==> config.mk <==
export PLATFORM = sky130hd
export DESIGN_NAME = pc_sequencer
export DESIGN_NICKNAME = d
export VERILOG_FILES = /design/src/rtl/pc_sequencer_pkg.sv /design/src/rtl/pc_sequencer_stall_watchdog.sv /design/src/rtl/pc_sequencer.sv
export SDC_FILE = /design/constraint.sdc
export NUM_CORES = 1
export LEC_CHECK = 0
export CORE_MARGIN = 2
export CORE_UTILIZATION = 37
export CTS_BUF_LIST = sky130_fd_sc_hd__clkbuf_2 sky130_fd_sc_hd__clkbuf_4 sky130_fd_sc_hd__clkbuf_8
export CTS_CLUSTER_SIZE = 40
export DETAILED_ROUTE_END_ITERATION = 10
export GPL_ROUTABILITY_DRIVEN = 1
export PLACE_DENSITY = 0.68
export SLEW_MARGIN = 20
export SYNTH_ARGS = -nofsm -noshare
export SYNTH_HDL_FRONTEND = slang
export SYNTH_HIERARCHICAL = 1
export SYNTH_SLANG_ARGS = --single-unit
==> constraint.sdc <==
create_clock -name clk -period 2.4 [get_ports clk]
set_input_delay 0.48 -clock clk [delete_from_list [all_inputs] [get_ports clk]]
set_output_delay 0.48 -clock clk [all_outputs]
set_load 0.005 [all_outputs]
==> src/rtl/pc_sequencer_pkg.sv <==
// pc_sequencer_pkg: shared state encodings, cause codes and default vectors
package pc_sequencer_pkg;
  typedef enum logic [1:0] {RUN = 2'd0, HOLD = 2'd1, HOLD_PEND = 2'd2} state_t;
  localparam logic [4:0] ADDR_ERR = 5'd4;
  localparam logic [4:0] WDOG = 5'd13;
  localparam logic [31:0] DEF_RESET_VECTOR = 32'h0000_0000;
  localparam logic [31:0] DEF_EXC_VECTOR = 32'h0000_0080;
endpackage

==> src/rtl/pc_sequencer_stall_watchdog.sv <==
// stall_watchdog: counts consecutive stall cycles and pulses timeout on the STALL_TIMEOUT-th
module stall_watchdog #(
  parameter int STALL_TIMEOUT = 16
) (
  input  logic clk,
  input  logic rst,
  input  logic stall,
  output logic timeout
);
  localparam int W = $clog2(STALL_TIMEOUT);
  logic [W-1:0] cnt;
  assign timeout = stall && cnt == W'(STALL_TIMEOUT - 1);
  always_ff @(posedge clk)
    cnt <= (rst || !stall || timeout) ? '0 : cnt + 1'b1;
endmodule

==> src/rtl/pc_sequencer.sv <==
// pc_sequencer: next-PC select with stall hold, redirect buffering, EPC/cause capture and watchdog
module pc_sequencer
  import pc_sequencer_pkg::*;
#(
  parameter logic [31:0] RESET_VECTOR = DEF_RESET_VECTOR,
  parameter logic [31:0] EXC_VECTOR = DEF_EXC_VECTOR,
  parameter int STALL_TIMEOUT = 16
) (
  input  logic        clk,
  input  logic        rst,
  input  logic [31:0] pc_cur,
  input  logic        stall,
  input  logic        br_taken,
  input  logic [31:0] br_target,
  input  logic        jump,
  input  logic [31:0] jump_target,
  input  logic        exc_req,
  input  logic [4:0]  exc_code,
  input  logic        eret,
  output logic [31:0] pc_next,
  output logic [31:0] epc,
  output logic [4:0]  cause,
  output logic        exc_active,
  output logic        dbl_fault,
  output logic        redir_pend
);
  state_t state, state_n;
  logic timeout, hold, go, pend, pend_exc, ext_exc, eret_go, br_sel, mis, exc_take;
  logic [4:0] pend_code, code_sel;
  logic [31:0] pend_target, tgt;
  stall_watchdog #(.STALL_TIMEOUT(STALL_TIMEOUT)) u_wdog (
    .clk(clk),
    .rst(rst),
    .stall(stall),
    .timeout(timeout)
  );
  assign pend = state == HOLD_PEND;
  assign redir_pend = pend;
  always_comb begin
    hold = stall && !timeout;
    go = !hold;
    ext_exc = timeout || (go && exc_req) || (go && pend && pend_exc);
    eret_go = go && !pend && eret && exc_active && !ext_exc;
    br_sel = go && !ext_exc && !eret_go && (pend || jump || br_taken);
    tgt = pend ? pend_target : jump ? jump_target : br_target;
    mis = br_sel && tgt[1:0] != 2'b00;
    exc_take = ext_exc || mis;
    code_sel = timeout ? WDOG : (go && exc_req) ? exc_code : (pend && pend_exc) ? pend_code : ADDR_ERR;
    pc_next = rst ? RESET_VECTOR : exc_take ? EXC_VECTOR : hold ? pc_cur :
              eret_go ? epc : br_sel ? tgt : pc_cur + 32'd4;
    state_n = hold ? ((pend || exc_req || jump || br_taken) ? HOLD_PEND : HOLD) : RUN;
  end
  always_ff @(posedge clk)
    state <= rst ? RUN : state_n;
  always_ff @(posedge clk) begin
    if (rst) begin
      epc <= '0;
      cause <= '0;
      exc_active <= 1'b0;
      dbl_fault <= 1'b0;
      pend_exc <= 1'b0;
      pend_code <= '0;
      pend_target <= '0;
    end else begin
      if (hold && exc_req && !(pend && pend_exc)) begin
        pend_exc <= 1'b1;
        pend_code <= exc_code;
      end else if (hold && (jump || br_taken) && !pend && !exc_req) begin
        pend_exc <= 1'b0;
        pend_target <= jump ? jump_target : br_target;
      end
      if (exc_take && exc_active)
        dbl_fault <= 1'b1;
      else if (exc_take) begin
        epc <= pc_cur;
        cause <= code_sel;
        exc_active <= 1'b1;
      end else if (eret_go)
        exc_active <= 1'b0;
    end
  end
endmodule
==> run metrics, run 1 <==
simple-gate share of the synthesized area 22.62%; post-DR vias/cell ~6; DRT iter0 DRCs 606; post-synthesis sequential area ratio 30.63%; top post-synthesis cells by area dfxtp_1 (31%), a211oi_1 (7.3%), a21oi_1 (7.3%); Top FF cell, synth dfxtp_1; row cnt 44; Netlist cell types 59; Syn Area/Cell 7.652 um2; CTS H-Tree Depth 3; Hold EP cause[4]; R2R Setup Slk 80 ps; CTS Sinks 83; Hold Path Origin cause[4]; final net count 1158; unrepaired setup endpoints after global routing yes; later-pin clock latency in the skew report 380 ps; Post-synth EDFFs 0; FF-to-FF path depth 11; worst-path fanout max 4; post-DP HPWL 17.44 mm; CTS tree yes; hold depth 2; vias in the first global route 7201; wire per inst 20.61 um; critical path endpoint category primary output; adder-cell share of the synthesized area 0.4613%; FF-to-FF Start u_wdog/cnt[1]; Area Growth Syn to Fin 86.72%; critical path launch point type register; failing checks setup timing; Commonest cells post-synth nor2_1 (85), dfxtp_1 (83), a21oi_1 (79), a211oi_1 (53), nand3_1 (50); Placed Instance Area 8468 um2; count of state elements after synthesis 83; TritonCTS Buffers 9; most frequent cell after synthesis nor2_1; worst min path class reg2reg; Critical Path RT 1920 ps; total global-route track usage 30.94%; Port Buf Inserts 179; crit path from u_wdog/cnt[1]; Starting Density between 30% and 40%; CTS root buf clkbuf_8; peak supply drop about 0.0003 V; Synth Warn # 6; first-pass GRT wire length 38.99 mm; design area between 10000 and 15000 um2; relative slew slack slightly above 60%; Synth Area in Compound Gates 30.05%; ant diodes 0; post-route ant nets 0; worst setup margin -718.1 ps; main combinational cell family by area after synthesis compound AO/OA/AOI/OAI gates; Final setup viols 32; area leader, netlist dfxtp_1; skew final 15.49 ps; Final Max Slew Viols 0; fin crit share 129.9%; Period minus WS final 3118 ps; I/O pin count 180; global route overflow 0; core area 14420 um2; mux contribution to synthesized area 6.642%; 1st-pass router iterations 5; Data arrival, critical path 2640 ps; Post-Route Setup TNS -18310 ps; P_leak 4.015 nW; DRT Wirelength 25.49 mm; Slew @ Worst Pin 571.4 ps; fraction of registers with async set/reset 0%; Post-Syn Area 5425 um2; post-synth net total about 820; detailed-route DRC error count 0; Crit Path Class reg2out; RD Place Congestion 0.9307; initial antenna violation count 0; Yosys top cell area share a little under a third; worst r2r dst pend_target[12]; die area 15650 um2; Worst-path clk slew 100 ps; layout cells sized above 1 39.32%; total number of vias 7288; Clock Path Buffers 2; outcome complete, but fails checks; largest net degree at the start of global routing 47; die height 125.1 um; Power Density about 410 nW/um2; final total power 0.004202 W; Die X ~130 um; Post-Synth XOR/XNOR Area 2.906%; Post-Syn Instances 709; final hold viol count 0; highest clock rate around 320 MHz; Max Cap Viol 0
worst max path at each step:
stage | end | slack, ps | cells after the start
final | pc_next[31] | -720 | 10
after global routing | pc_next[8] | -800 | 14
after CTS | pc_next[31] | -670 | 10
after detailed placement | pc_next[14] | -1250 | 9
after global placement | pc_next[18] | -1220 | 7
after floorplan | pc_next[31] | -0.6 | 10
flip-flops by register name, summed over array words and instances (netlist names):
signal and count:
exc_active 1, state 2, dbl_fault 1, pend_code 5, epc 32, cause 5
u_wdog/cnt 4, pend_target 32, pend_exc 1
power by group:
part / internal (W) / switching [W]
Sequential: 0.00147 / 0.0000729
Clock: 0.000499 / 0.000591
Combinational: 0.000807 / 0.000766
Total: 0.00277 / 0.00143
placed cells by master, fill, tap and decap left out, types with 35 or more instances in the layout:
master,instances
buf_2,36
nand3_1,47
clkdlybuf4s50_1,126
mux2i_1,35
o211ai_1,47
nor2_1,80
buf_6,38
buf_4,165
dfxtp_1,81
a21oi_1,61
cell type report:
| type | count | area [um2] |
|---|---|---|
| clock buffer | 9 | 123.9 |
| timing repair buffer | 402 | 3689 |
| fill | 1101 | 4294 |
| sequential | 83 | 1664 |
| clock inverter | 7 | 83.83 |
| multi-input combinational | 543 | 4303 |
| inverter | 9 | 36.28 |
| tap | 184 | 230.2 |
per-stage QoR:
step / utilization, % / hold WS (ps) / worst slack (ps) / cells
after floorplan: - / 417.6 / -0.5529 / 709
after global placement: 58.71 / 459.8 / -1223 / 1159
after detailed placement: 58.71 / 469.2 / -1254 / 1159
after CTS: 67.88 / 486.2 / -667.0 / 1223
after global routing: 70.23 / 507.9 / -799.1 / 1237
final: 70.23 / 482.8 / -718.1 / 1237
cells by family after synthesis:
kind of cell,Yosys count
DFF,83
AOI/OAI and AO/OA,241
muxes,36
xor gates and xnor gates,18
adders and majority gates,2
and+or+nand+nor,245
buffers and inverters,84
routing by layer:
layer / global-route usage (%) / up-vias / share of wire (%)
li1: - / 3362 / -
met1: 40.15 / 3488 / 42
met2: 51.09 / 386 / 47
met3: 6.033 / 52 / 7.9
met4: 11.57 / 0 / 3.0
met5: 0 / - / 0
worst max-delay path: stages, from the launching register on:
cell,delay [ps]
dfxtp_2,370
ha_4,150
nand3_4,70
nor2_4,150
and4bb_2,260
buf_6,130
nand3_4,100
o21ai_1,70
or4_4,560
nor3_4,240
buf_2,150
timing repair:
item,CTS,global route
buffers inserted,47,15
cloned,3,1
resized for setup,345,49
pin swaps,75,31
endpoints found under the setup margin,67,64
hold buffers,0,0
Note: power is estimated with default switching activity, not from simulation.
==> inputs of run 2 (changes only) <==
CTS_CLUSTER_SIZE = 20   (was 40)
==> results of run 2 <==
Final layout, timing and power as in run 1 (identical DEF).
==> inputs of run 3 (changes only) <==
--- a/config.mk
+++ b/config.mk
@@ -10,6 +10,6 @@
 export CTS_BUF_LIST = sky130_fd_sc_hd__clkbuf_2 sky130_fd_sc_hd__clkbuf_4 sky130_fd_sc_hd__clkbuf_8
-export CTS_CLUSTER_SIZE = 20
 export DETAILED_ROUTE_END_ITERATION = 10
+export DONT_BUFFER_PORTS = 1
 export GPL_ROUTABILITY_DRIVEN = 1
-export PLACE_DENSITY = 0.68
+export PLACE_DENSITY = 0.52
 export SLEW_MARGIN = 20
--- a/constraint.sdc
+++ b/constraint.sdc
@@ -3,2 +3,2 @@
 set_output_delay 0.48 -clock clk [all_outputs]
-set_load 0.005 [all_outputs]
+set_load 0.05 [all_outputs]
==> run metrics, run 3 (synthesis results as in run 1) <==
total global-route track usage 29.98% (-0.96 points); CTS Sinks 83 (unchanged); highest clock rate 330.1 MHz (+2.9%); post-route ant nets 0 (unchanged); Data arrival, critical path 2550 ps (-90 ps); Area Growth Syn to Fin 67.83%; Slew @ Worst Pin 596.9 ps (+25.45 ps); initial antenna violation count 0 (unchanged); Final setup viols 32 (unchanged); Final Max Slew Viols 0 (unchanged); row cnt 44 (unchanged); I/O pin count 180 (unchanged); largest net degree at the start of global routing 81 (+72%); most frequent cells in the layout buf_4 (133), dfxtp_1 (80), nor2_1 (78); worst setup margin -629.1 ps (+89.03 ps); Critical Path RT 1920 ps (about the same); ant diodes 0 (unchanged); Port Buf Inserts 0 (-100%); critical path launch point type register; Die X 125.1 um (unchanged); critical path's slowest cell a311o_1; die area 15650 um2 (unchanged); worst-path fanout max 4 (unchanged); critical path endpoint category primary output; final net count 986 (-15%); worst min path class in2reg; CP Cell Sequence ha_4 -> nand3_4 -> nor2_4 -> and4bb_4 -> and3_4 -> buf_6 -> nor4_2 -> a311o_1 -> nor3_4 -> buf_12; post-DR vias/cell 6.208 (+5.4%); RD Place Congestion 0.8937 (-4.0%); Clock Path Buffers 2 (unchanged); Placed Instance Area 7503 um2 (-11%); Post-Layout Cell Count 1065 (-14%); vias in the first global route 6421 (-11%); DRT Wirelength 25.26 mm (-0.89%); outcome complete, but fails checks; core area 14420 um2 (unchanged); CTS tree yes; wire per inst 23.72 um (+15%); Max stage delay on crit path 380 ps (-180 ps); DRT iter0 DRCs 659 (+8.7%); design area 9105 um2 (-10%); Crit Path Class reg2out; CTS root buf clkbuf_8; layout cells sized above 1 42.79% (+3.5 points); Worst-path clk slew 90 ps (about the same); TritonCTS Buffers 9 (unchanged); final hold viol count 0 (unchanged); peak supply drop 0.0003537 V (+14%); Period minus WS final 3029 ps (-89.03 ps); DP Worst Slack -476.5 ps (+777.9 ps); unrepaired setup endpoints after global routing yes; first-pass GRT wire length 36.96 mm (-5.2%); total number of vias 6611 (-9.3%); Top Registers epc (32), pend_target (32); global route overflow 0 (unchanged); failing checks setup timing; Max Cap Viol 0 (unchanged); die height 125.1 um (unchanged); post-DP HPWL 16.25 mm (-6.8%); later-pin clock latency in the skew report 390 ps (about the same); skew final 10.29 ps (-5.198 ps); dpl cells 985 (-15%); most common cell after layout, fill and taps aside buf_4; 1st-pass router iterations 5 (unchanged); detailed-route DRC error count 0 (unchanged); post-layout util 63.12% (-7.1 points); relative slew slack 59.07% (-1.7 points); fin crit share 126.2% (-3.7 points); CTS H-Tree Depth 3 (unchanged); Power Density 492.7 nW/um2 (+19%); P_leak 3.450 nW (-14%); Starting Density 37.61% (unchanged)
## run 3: cell types whose count changed in the layout (fill, tap and decap cells not counted), moves of 5 or more
cell | before | now
nand3_1 | 47 | 40
a211oi_2 | 17 | 9
a211oi_4 | 3 | 13
dlygate4sd2_1 | 11 | 0
o22ai_2 | 8 | 3
clkdlybuf4s50_1 | 126 | 0
buf_4 | 165 | 133
nand3_2 | 2 | 7
buf_12 | 15 | 39
buf_2 | 36 | 0
buf_6 | 38 | 45
## run 3: metal layers
metal	track usage (%)	part of all wire (%)	vias up
li1	-	-	2997
met1	40.30	42	3207
met2	47.86	46	354
met3	6.162	9.1	53
met4	10.65	2.4	0
met5	0	0	-
## run 3: final cells by class
type	instances	area [um2]
Fill cell	1158	5319
Clock buffer	11	145.1
Sequential cell	83	1665
Clock inverter	5	82.58
Timing Repair Buffer	230	2546
Tap cell	184	230.2
Inverter	9	36.28
Multi-Input combinational cell	543	4399
## run 3: metrics by stage
| stage | total power, W | setup TNS (ps) | hold WS, ps |
|---|---|---|---|
| after global placement | 0.002985 | -12260 | 478.3 |
| after global routing | 0.004652 | -19330 | 147.0 |
| after floorplan | 0.002537 | -7722 | 419.8 |
| final | 0.004486 | -17030 | 166.0 |
| after detailed placement | 0.003007 | -17120 | 482.5 |
| after CTS | 0.004370 | -15470 | 149.6 |
## run 3: worst paths after layout
check	cells after the start	start	slack, ps	end
worst max-delay path	10	u_wdog/cnt[0]	-630	pc_next[16]
worst min-delay path	1	rst	170	epc[30]
worst max register to register	12	u_wdog/cnt[0]	40	cause[4]
worst min register to register	2	pend_target[27]	500	pend_target[27]
## run 3: worst max-delay path, delay by kind of cell (launching register included)
kind / cells / cell delay, ps
simple gates: 6 / 970
compound gates: 1 / 380
flops: 1 / 340
fa+ha+maj: 1 / 170
buf+inv: 2 / 300
## run 3: what timing repair did
item | 4_1_cts | 5_1_grt
gates cloned | 7 | 3
buffers inserted | 40 | 19
pin swaps | 66 | 18
resized for setup | 102 | 68
hold buffers | 0 | 0
endpoints found under the setup margin | 80 | 102
## run 3: power by group
group          switching [W]  internal (W)  total [W]
sequential         0.0000740       0.00147    0.00154
combinational       0.000996      0.000742    0.00174
clock               0.000576      0.000633    0.00121
